### src/rtl/csel_adder_pipe.sv
// Two-stage pipelined carry-select adder/subtractor with valid/ready on both sides.
// Optional result clamping is compiled in with `define CSEL_SAT_EN (adds input sat).
module csel_adder_pipe #(
  parameter int WIDTH = 8,
  parameter int BLK   = 4
) (
  input  logic             clk,
  input  logic             rst,
  input  logic             in_valid,
  output logic             in_ready,
  input  logic [WIDTH-1:0] a,
  input  logic [WIDTH-1:0] b,
  input  logic             cin,
  input  logic             op,
`ifdef CSEL_SAT_EN
  input  logic             sat,
`endif
  output logic             out_valid,
  input  logic             out_ready,
  output logic [WIDTH-1:0] sum,
  output logic             cout,
  output logic             ovf
);

  localparam int NBLK = (BLK > 0) ? (WIDTH / BLK) : 1;

  if (BLK < 1 || (WIDTH % BLK) != 0) begin : g_param_check
    $error("csel_adder_pipe: WIDTH (%0d) must be a positive multiple of BLK (%0d)", WIDTH, BLK);
  end

  logic s1_valid;
  logic s2_adv;
  logic s1_adv;

  assign s2_adv   = !out_valid || out_ready;
  assign s1_adv   = s2_adv || !s1_valid;
  assign in_ready = s1_adv;

  logic [WIDTH-1:0] b_eff;
  logic             c0;

  assign b_eff = op ? ~b : b;
  assign c0    = op ? ~cin : cin;

  logic [BLK-1:0] s0_d  [NBLK];
  logic [BLK-1:0] s1_d  [NBLK];
  logic           co0_d [NBLK];
  logic           co1_d [NBLK];

  // Block 0 folds c0 in directly, so both of its candidate pairs carry the real result.
  for (genvar k = 0; k < NBLK; k++) begin : g_blk
    logic [BLK:0] p0;
    logic [BLK:0] p1;
    if (k == 0) begin : g_first
      assign p0 = {1'b0, a[0 +: BLK]} + {1'b0, b_eff[0 +: BLK]} + {{BLK{1'b0}}, c0};
      assign p1 = p0;
    end else begin : g_rest
      assign p0 = {1'b0, a[k*BLK +: BLK]} + {1'b0, b_eff[k*BLK +: BLK]};
      assign p1 = {1'b0, a[k*BLK +: BLK]} + {1'b0, b_eff[k*BLK +: BLK]} + {{BLK{1'b0}}, 1'b1};
    end
    assign s0_d[k]  = p0[BLK-1:0];
    assign co0_d[k] = p0[BLK];
    assign s1_d[k]  = p1[BLK-1:0];
    assign co1_d[k] = p1[BLK];
  end

  logic [BLK-1:0] s0_q  [NBLK];
  logic [BLK-1:0] s1_q  [NBLK];
  logic           co0_q [NBLK];
  logic           co1_q [NBLK];
  logic           c0_q;
  logic           a_msb_q;
  logic           b_msb_q;
`ifdef CSEL_SAT_EN
  logic           op_q;
  logic           sat_q;
`endif

  always_ff @(posedge clk or posedge rst) begin
    if (rst) begin
      s1_valid <= 1'b0;
      c0_q     <= 1'b0;
      a_msb_q  <= 1'b0;
      b_msb_q  <= 1'b0;
`ifdef CSEL_SAT_EN
      op_q     <= 1'b0;
      sat_q    <= 1'b0;
`endif
      for (int k = 0; k < NBLK; k++) begin
        s0_q[k]  <= '0;
        s1_q[k]  <= '0;
        co0_q[k] <= 1'b0;
        co1_q[k] <= 1'b0;
      end
    end else if (s1_adv) begin
      s1_valid <= in_valid;
      if (in_valid) begin
        c0_q    <= c0;
        a_msb_q <= a[WIDTH-1];
        b_msb_q <= b_eff[WIDTH-1];
`ifdef CSEL_SAT_EN
        op_q    <= op;
        sat_q   <= sat;
`endif
        for (int k = 0; k < NBLK; k++) begin
          s0_q[k]  <= s0_d[k];
          s1_q[k]  <= s1_d[k];
          co0_q[k] <= co0_d[k];
          co1_q[k] <= co1_d[k];
        end
      end
    end
  end

  logic [NBLK:0]    c_chain;
  logic [WIDTH-1:0] sel_sum;
  logic [WIDTH-1:0] res_sum;
  logic             sel_cout;
  logic             sel_ovf;

  always_comb begin
    c_chain = '0;
    sel_sum = '0;
    c_chain[0] = c0_q;
    for (int k = 0; k < NBLK; k++) begin
      sel_sum[k*BLK +: BLK] = c_chain[k] ? s1_q[k] : s0_q[k];
      c_chain[k+1]          = c_chain[k] ? co1_q[k] : co0_q[k];
    end
    sel_cout = c_chain[NBLK];
    sel_ovf  = (a_msb_q == b_msb_q) && (sel_sum[WIDTH-1] != a_msb_q);
    res_sum  = sel_sum;
`ifdef CSEL_SAT_EN
    // Clamp is unsigned only; cout/ovf keep reporting the raw condition.
    if (sat_q) begin
      if (!op_q && sel_cout) begin
        res_sum = '1;
      end else if (op_q && !sel_cout) begin
        res_sum = '0;
      end
    end
`endif
  end

  always_ff @(posedge clk or posedge rst) begin
    if (rst) begin
      out_valid <= 1'b0;
      sum       <= '0;
      cout      <= 1'b0;
      ovf       <= 1'b0;
    end else if (s2_adv) begin
      out_valid <= s1_valid;
      if (s1_valid) begin
        sum  <= res_sum;
        cout <= sel_cout;
        ovf  <= sel_ovf;
      end
    end
  end

endmodule

### config.mk
export PLATFORM = sky130hd
export DESIGN_NAME = csel_adder_pipe
export DESIGN_NICKNAME = d
export VERILOG_FILES = /design/src/rtl/csel_adder_pipe.sv
export SDC_FILE = /design/constraint.sdc
export NUM_CORES = 1
export LEC_CHECK = 0
export CAP_MARGIN = 0
export CORE_MARGIN = 8
export CORE_UTILIZATION = 48
export DETAILED_ROUTE_END_ITERATION = 6
export PLACE_DENSITY_LB_ADDON = 0.12
export SLEW_MARGIN = 0
export SYNTH_ARGS = -nofsm -noshare
export SYNTH_HDL_FRONTEND = slang
export SYNTH_SLANG_ARGS = --single-unit
export TNS_END_PERCENT = 5
### constraint.sdc
create_clock -name clk -period 1.45 [get_ports clk]
set_input_delay 0.29 -clock clk [delete_from_list [all_inputs] [get_ports clk]]
set_output_delay 0.29 -clock clk [all_outputs]
set_load 0.05 [all_outputs]
==> flow_metrics.py <==
metrics = {
    "status": {
        "status": "complete, but fails checks",
        "failed_checks": "negative setup slack",
    },
    "cells_and_area": {
        "drive_above_1_share_pct": 34.45,
        "syn2layout_area_growth_pct": 50.20,
        "fin_nets": 241,
        "diodes": 0,
    },
    "clock_network": {
        "htreeDepth": 2,
        "clkTransAtPathRegs_ns": 0.09,
        "clk_path_buf_depth": 2,
        "cts_sinks": 29,
        "cts_inserted_buffers": 5,
        "cts-root-buf": "clkbuf_4",
        "clk_latency_ns": 0.32,
        "cts_tree": "yes",
    },
    "grt": {
        "grt_max_degree": 30,
        "grt_pass1_wl_mm": 5.851,
        "grt_pass1_vias": 1353,
        "antenna_found_initial": 0,
        "gr-usage-all-layers_pct": 14.33,
        "grt_overflow_total": 0,
    },
    "floorplanning": {
        "fp.dieArea_mm2": 0.005358,
        "coreArea_mm2": 0.003078,
        "initial_core_util_pct": 51.02,
        "die_width_um": 73.20,
        "rows": 20,
        "ios": 34,
        "die_h_um": 73.20,
    },
    "sta": {
        "worst_slack_ns": -0.6388,
        "worst_pin_slew_ns": 0.3580,
        "period_needed_ns": 2.089,
        "maxSlewViolCount": 0,
        "clock_skew_ns": 0.006393,
        "rsz0062_at_grt": "true",
        "fmax_ghz": 0.4787,
        "hold-worst-slack_ns": 0.3228,
        "finalSetupViolCount": 11,
        "slew_headroom_pct": 76.14,
        "final-hold-violation-count": 0,
        "fin_crit_sh_pct": 144.1,
    },
    "pwr": {
        "vdd_drop_max_v": 0.0005379,
        "power_frac_seq_pct": 35.8,
        "p_int_w": 0.002161,
        "p_total_w": 0.003400,
        "p_leak_nw": 1.116,
        "combPwrFrac_pct": 48.2,
        "p_sw_share_pct": 36.44,
        "p_sw_w": 0.001239,
        "power.density_mw_per_mm2": 1442,
        "clock_power_share_pct": 16.1,
    },
    "synth": {
        "yosysMostFrequentCell": "nand2_1",
        "synthArstFlopShare_pct": 100.0,
        "dominantRegCellSynth": "dfrtp_1",
        "synth_top_area_share_pct": 46.22,
        "syn_inst": 150,
        "synth_area_leaders": "dfrtp_1 46%, nand2_1 7.4%, xor2_1 6.7%",
        "synth_common_cells": "31 x nand2_1, 29 x dfrtp_1, 14 x o21ai_0",
        "synth_enable_flop_cells": 0,
        "ys_types": 28,
        "synth-seq-cells": 29,
        "netlist_area_mm2": 0.001570,
        "ys_warn_count": 0,
        "synth_top_area_cell": "dfrtp_1",
        "synth_nets": 183,
        "yosysSeqAreaShare_pct": 46.22,
        "syn_avg_cell_area_um2": 10.47,
    },
    "worst_hold_path": {
        "hold_class": "input port to asynchronous set/reset pin",
    },
    "setup_path": {
        "arrival_ns": 2.34,
        "end_kind": "register",
        "start_kind": "input port",
        "r2r_slack_ns": 0.11,
        "cp.required_ns": 1.70,
        "critical_path_peak_fanout": 3,
        "setup.worst_path.class": "input port to register",
    },
    "place": {
        "hpwl_mm": 2.708,
        "io_buffers": 33,
        "pre_cts_ws_ns": -1.467,
        "routabilityCongestion": 0.7902,
    },
    "routing": {
        "dr.first_iter.drc_count": 60,
        "ant_nets": 0,
        "wl_per_cell_um": 13.43,
        "wirelength_mm": 3.397,
        "via_per_inst": 4.913,
        "first_pass_iters": 4,
        "drc_errors": 0,
        "num_vias": 1243,
    },
    "run": {
        "maxCapViolCount": 0,
    },
}
[flip-flops by register name (all words and copies together) (netlist names)]
name       cells
b_msb_q        1
a_msb_q        1
out_valid      1
co0_q          1
cout           1
s0_q           4
sum            8
s1_valid       1
ovf            1
co1_q          2
s1_q           8
[worst paths after layout]
path	from	to	cells after the start
hold / removal	rst	sum[1]	3
max in group asynchronous	rst	sum[2]	3
hold reg to reg	s1_q[4]	s1_q[4]	2
setup / recovery	op	co1_q[0]	11
setup reg to reg	out_valid	s1_q[3]	3
min in group clk	out_ready	out_valid	3
[routing by layer]
| layer | GRT usage [%] | vias up | wire (um) |
|---|---|---|---|
| li1 | - | 613 | - |
| met1 | 15.16 | 589 | 1396 |
| met2 | 24.13 | 35 | 1722 |
| met3 | 5.495 | 6 | 211 |
| met4 | 7.333 | 0 | 67 |
| met5 | 0 | - | 0 |
[layout by cell type (no fill, tap or decap), types with 2 or more instances in the layout]
| master | count |
|---|---|
| xor2_2 | 3 |
| mux2i_1 | 5 |
| buf_4 | 24 |
| xor2_1 | 9 |
| and3_1 | 2 |
| nand2_1 | 30 |
| o21ai_0 | 10 |
| a2111o_1 | 2 |
| and2_1 | 3 |
| clkbuf_8 | 2 |
| ha_2 | 2 |
| nor2_1 | 2 |
| clkbuf_4 | 5 |
| dfrtp_1 | 29 |
| dlygate4sd2_1 | 5 |
| ha_1 | 5 |
| a21o_1 | 2 |
| nand2b_1 | 3 |
| o21ai_1 | 3 |
| a21oi_1 | 2 |
| clkdlybuf4s50_1 | 14 |
| buf_12 | 12 |
| mux2_2 | 7 |
| xnor2_1 | 2 |
| inv_2 | 5 |
| fa_2 | 2 |
| a21oi_2 | 2 |
[power by group through the flow]
stage / sequential [W] / combinational (W) / clock (W)
after floorplan: 0.00152 / 0.000510 / 0
after global placement: 0.00122 / 0.00155 / 0
after detailed placement: 0.00124 / 0.00159 / 0
after CTS: 0.00122 / 0.00164 / 0.000561
after global routing: 0.00125 / 0.00175 / 0.000593
final: 0.00122 / 0.00164 / 0.000547
[final cells by class]
class                   instances  area (um^2)
repair buffers                 57        624.3
fillers                       227        719.4
flip-flops and latches         29        725.7
multi-input cells             109        860.8
inverters                       6        22.52
clock inverters                 1        5.005
clock buffers                   7        65.06
well taps                      44        55.05
[metrics by stage]
step / instance area [um^2] / utilization (%) / setup TNS (ns) / instances
6_report: 2359 / 76.63 / -3.009 / 253
5_1_grt: 2359 / 76.63 / -3.909 / 253
4_1_cts: 2345 / 76.18 / -2.942 / 253
3_5_place_dp: 2230 / 72.44 / -13.37 / 244
3_3_place_gp: 2230 / 72.44 / -12.36 / 244
2_1_floorplan: 1590 / - / -9.864 / 150
[worst max-delay path, cell delays in order]
cell	delay, ns
buf_8	0.10
buf_4	0.14
xor2_2	0.20
inv_2	0.06
fa_1	0.49
inv_2	0.09
ha_4	0.14
inv_2	0.03
a2111o_1	0.36
a2111o_1	0.39
o211ai_2	0.06
[cells by family (layout without fill, tap and decap cells)]
| logic type | Yosys count | in the layout | share of synthesized area [%] |
|---|---|---|---|
| and+or+nand+nor | 46 | 46 | 12.99 |
| muxes | 12 | 12 | 8.208 |
| DFF | 29 | 29 | 46.22 |
| xor gates and xnor gates | 16 | 16 | 9.801 |
| adders and majority gates | 11 | 11 | 10.20 |
| AOI/OAI and AO/OA | 24 | 24 | 9.641 |
| buffers and inverters | 12 | 71 | 2.948 |
[repair_timing]
item	in CTS	in global routing
hold buffers	0	0
resized for setup	28	5
setup buffers	1	0
pin swaps	11	0
setup endpoints to repair	15	12
Note: power is estimated with default switching activity, not from simulation.
==> variant 1: new RTL, config.mk and constraints unchanged <==
Make the reset (`rst`) synchronous in 2 clocked blocks.
--- a/src/rtl/csel_adder_pipe.sv
+++ b/src/rtl/csel_adder_pipe.sv
@@ -76,7 +76,7 @@
   logic           sat_q;
 `endif
 
-  always_ff @(posedge clk or posedge rst) begin
+  always_ff @(posedge clk) begin
     if (rst) begin
       s1_valid <= 1'b0;
       c0_q     <= 1'b0;
@@ -141,7 +141,7 @@
 `endif
   end
 
-  always_ff @(posedge clk or posedge rst) begin
+  always_ff @(posedge clk) begin
     if (rst) begin
       out_valid <= 1'b0;
       sum       <= '0;
Check against the original RTL: differs if rst is asserted again (counterexample within 4 cycles, from zero or initial values and one cycle with rst high); with rst held inactive, the same outputs for 10 cycles.
==> variant 1 against the original RTL <==
The flow still finishes with violations (setup timing). Register-to-register slack got worse by 0.15 ns. Worst setup slack improved by 0.045 ns. Count of clock-buffer cells in the layout rose by 1. Cell count fell by 1.6%. Sequential cell count did not move. Via count fell by 0.16%. Design area rose by 1.2%. Wire length rose by 0.65%. Area after synthesis fell by 1.0%. Critical endpoint is now co1_q[0][1]. Largest cell class unchanged. Highest routed layer unchanged.
Power is not compared: it rests on default switching activity, and its combinational part moved more than twofold at a synthesized area within 25%.
==> variant 1: results (changes against the original RTL) <==
Yosys
  • Top post-synthesis cells by count: nor2_1 (24), edfxtp_1 (15), dfxtp_1 (14)
  • Main area contributors after synthesis: edfxtp_1 (29%), dfxtp_1 (18%), mux2i_1 (7.1%)
  • Number of synthesized flops with an enable pin: 15 (+15)
  • Register area share after synthesis: 0.4702 (+0.008058)
  • Mapped Cells: 141 (-6.0%)

Route
  • Final WL: 3419 microns (+0.65%)
  • M1 wire length: 1388 microns (-0.57%)
  • Drt first-iter violations: 44 (-27%)
  • Routed length on met2: 1767 microns (+2.6%)

Clock tree
  • Cts repair resizes: 29 (+3.6%)
  • # Post-CTS Setup Buffers: 0 (-1)

Final layout
  • Fill count: 213 (-6.2%)
  • Fraction of layout cells with a size suffix above 1: 0.3512 (+0.006722)
  • Top flop regs: s0_q x8, sum x8, s1_q x4
  • Post-route cell area: 2386 sq um (+1.2%)

GRT
  • Largest net degree at the start of global routing: 16 (-47%)
  • Vias in the first global route: 1313 (-3.0%)
  • Grt met2 use: 0.2406 (-0.0007542)
  • Gr usage total: 0.1365 (-0.006773)
  • First-pass GRT wire length: 5637 microns (-3.7%)

Timing
  • Setup Skew: 0.003202 ns (-0.003192 ns)
  • Setup violations, final: 12 (+1)
  • Final worst slack: -0.5940 ns (+0.04477 ns)
  • Least-Margin Pin Slew: 0.4445 ns (+0.08649 ns)
  • TNS Setup: -3.849 ns (-0.8398 ns)

Critical path
  • Critical Path AT: 2.19 ns (-0.15 ns)
  • Worst path top cell family by delay: adder cells
  • Critical Path Fanout Max: 2 (-1)

Placed design
  • Area after DPL: 2267 sq um (+1.7%)
  • Worst slack, placed: -1.306 ns (+0.1609 ns)

Run status
  • Status: finished with violations
  • Failing checks: setup timing

Worst hold path
  • Class of the worst hold path: reg2reg
[variant 1: layout make-up]
class,count,share of cell area
Clock buffer,8,0.02045
Timing Repair Buffer,62,0.2868
Sequential cell,29,0.3062
Tap cell,44,0.02307
Inverter,7,0.01101
Multi-Input combinational cell,99,0.3524
[variant 1: final timing paths]
path,start,endpoint,slack (ns),cells after the start
setup reg to reg,s1_valid,co1_q[0][1],-0.04,4
hold reg to reg,s0_q[0][3],sum[3],0.50,2
setup / recovery,b[4],co1_q[0][1],-0.59,10
hold / removal,s0_q[0][3],sum[3],0.50,2
[variant 1: cells by family (layout without fill, tap and decap cells)]
kind of cell               Yosys count  after routing  share of synthesized area
adders and majority gates           11             11                     0.1031
buffers and inverters               13             77                    0.04106
xor gates and xnor gates            14             14                    0.07891
AOI/OAI and AO/OA                   20             20                    0.09581
muxes                               12             12                    0.07810
and+or+nand+nor                     42             42                     0.1329
DFF                                 29             29                     0.4702
==> variant 2: new RTL, same flow settings <==
Made on the original files. Build with the macro `CSEL_SAT_EN` defined.
--- a/src/rtl/csel_adder_pipe.sv
+++ b/src/rtl/csel_adder_pipe.sv
@@ -1,5 +1,7 @@
 // Two-stage pipelined carry-select adder/subtractor with valid/ready on both sides.
 // Optional result clamping is compiled in with `define CSEL_SAT_EN (adds input sat).
+`define CSEL_SAT_EN
+
 module csel_adder_pipe #(
   parameter int WIDTH = 8,
   parameter int BLK   = 4
Interface: changed (added sat); port bits go from 34 to 35. No check against the original RTL was run, so the function may have changed too.
==> variant 2 against the original RTL <==
The run still ends with setup timing left. Synthesized cell count is 6.0% higher. Hold slack worse by 0.029 ns. Wire length is 13% higher. Sequential cell count is 2 higher. Utilization is 0.58 points lower. Design area is 8.4% higher. Worst setup slack better by 0.059 ns. Clock skew is 0.0015 ns lower. Via count is 8.0% higher. Count of clock-buffer cells in the layout stayed put. Area after synthesis is 8.5% higher. Power is 7.5% higher. Non-clock buffer count is 2 higher. Critical path type unchanged. Largest cell class unchanged. Largest power group unchanged.
==> variant 2: results (changes against the original RTL) <==
Timing
  • Final worst slack: -0.5794 ns (+0.05938 ns)
  • Setup violations, final: 11 (unchanged)
  • Least-Margin Pin Slew: 0.3200 ns (-0.03795 ns)
  • Setup Skew: 0.004883 ns (-0.001511 ns)
  • Hold_ws: 0.2942 ns (-0.02863 ns)
  • TNS Setup: -2.709 ns (+0.2998 ns)

Route
  • Final WL: 3831 microns (+13%)
  • Drt first-iter violations: 53 (-12%)
  • DR vias/cell: 5.045 (+2.7%)

Run status
  • Status: finished with violations
  • Failing checks: setup timing

Power and ir drop
  • Comb power frac: 0.512 (+0.030)
  • Lkg Pwr: 1.162 nW (+4.1%)
  • Sequential Power Share: 0.361 (+0.003)
  • Pint: 2.278 mW (+5.4%)
  • Peak VDD IR: 825.2 uV (+53%)

GRT
  • First-pass GRT wire length: 6299 microns (+7.7%)
  • Gr usage total: 0.1473 (+0.004044)

Critical path
  • Flop-to-flop setup slack: 0.09 ns (-0.02 ns)
  • Reg2reg start: s1_valid
  • Critical Path Start: b[4]
  • R2R cell count: 5 (+2)

Placed design
  • I/O Buffers: 34 (+3.0%)
  • DP Wirelength: 2989 microns (+10%)
  • Gpl congestion: 0.8484 (+7.4%)
  • Area after DPL: 2396 sq um (+7.5%)

Yosys
  • Main area contributors after synthesis: dfrtp_1 (46%), mux2_2 (8.6%), ha_1 (5.9%)
  • Register area share after synthesis: 0.4552 (-0.006938)
  • Top post-synthesis cells by count: dfrtp_1 (31), nand2_1 (24), o21ai_0 (17)
  • Yosys top cell area share: 0.4552 (-0.006938)
  • Synthesized Nets: 193 (+5.5%)
  • Distinct cells, synth: 29 (+3.6%)

Final layout
  • Net count, final: 253 (+5.0%)
  • Fraction of layout cells with a size suffix above 1: 0.3591 (+0.01459)
==> variant 2: cell count changes in the layout (fill, tap and decap cells not counted), moves of 3 or more <==
| cell | change |
|---|---|
| a21oi_1 | +8 |
| nand2_1 | -7 |
| mux2_2 | +6 |
| o21ai_0 | +4 |
| and2_1 | -3 |
| buf_12 | +3 |
| inv_1 | +3 |
| mux2i_1 | -3 |
==> variant 2: logic make-up after synthesis <==
family,after synthesis,synth area share
mux,15,0.09765
buf+inv,13,0.03084
compound gates,38,0.1344
flops,31,0.4552
xor+xnor,15,0.08958
simple gates,36,0.09839
fa+ha+maj,11,0.09398
==> variant 2: layer usage <==
layer	wire length, microns	global-route usage	part of all wire
met1	1567	0.1516	0.41
met2	1997	0.2694	0.52
met4	71	0.07463	0.019
met5	0	0	0
met3	195	0.03684	0.051
==> variant 2: cell type report <==
cell class,instances,area (sq um)
inverters,7,26.28
clock buffers,7,45.04
repair buffers,59,686.9
well taps,46,57.56
clock inverters,1,5.005
flip-flops and latches,31,775.7
multi-input cells,115,960.9
fillers,245,805.8
==> variant 2: critical path: stages <==
cell and delay [ns]:
buf_6 0.10, xor2_2 0.16, ha_2 0.19, inv_2 0.05, fa_2 0.44, inv_2 0.08
ha_4 0.13, nand2_2 0.05, a2111o_1 0.30, a2111o_1 0.43, o211ai_2 0.06
==> variant 2: what timing repair did <==
item | in CTS | in global routing
endpoints found under the setup margin | 15 | 19
resized for setup | 35 | 5
buffers inserted | 3 | 1
pin swaps | 16 | 2
==> variant 2: metrics by stage <==
stage	instances	power (mW)	setup WS (ns)
after floorplan	159	2.236	-0.9290
after global placement	254	3.064	-1.424
after detailed placement	254	3.119	-1.475
after CTS	265	3.653	-0.5375
after global routing	266	3.870	-0.6530
final	266	3.654	-0.5794
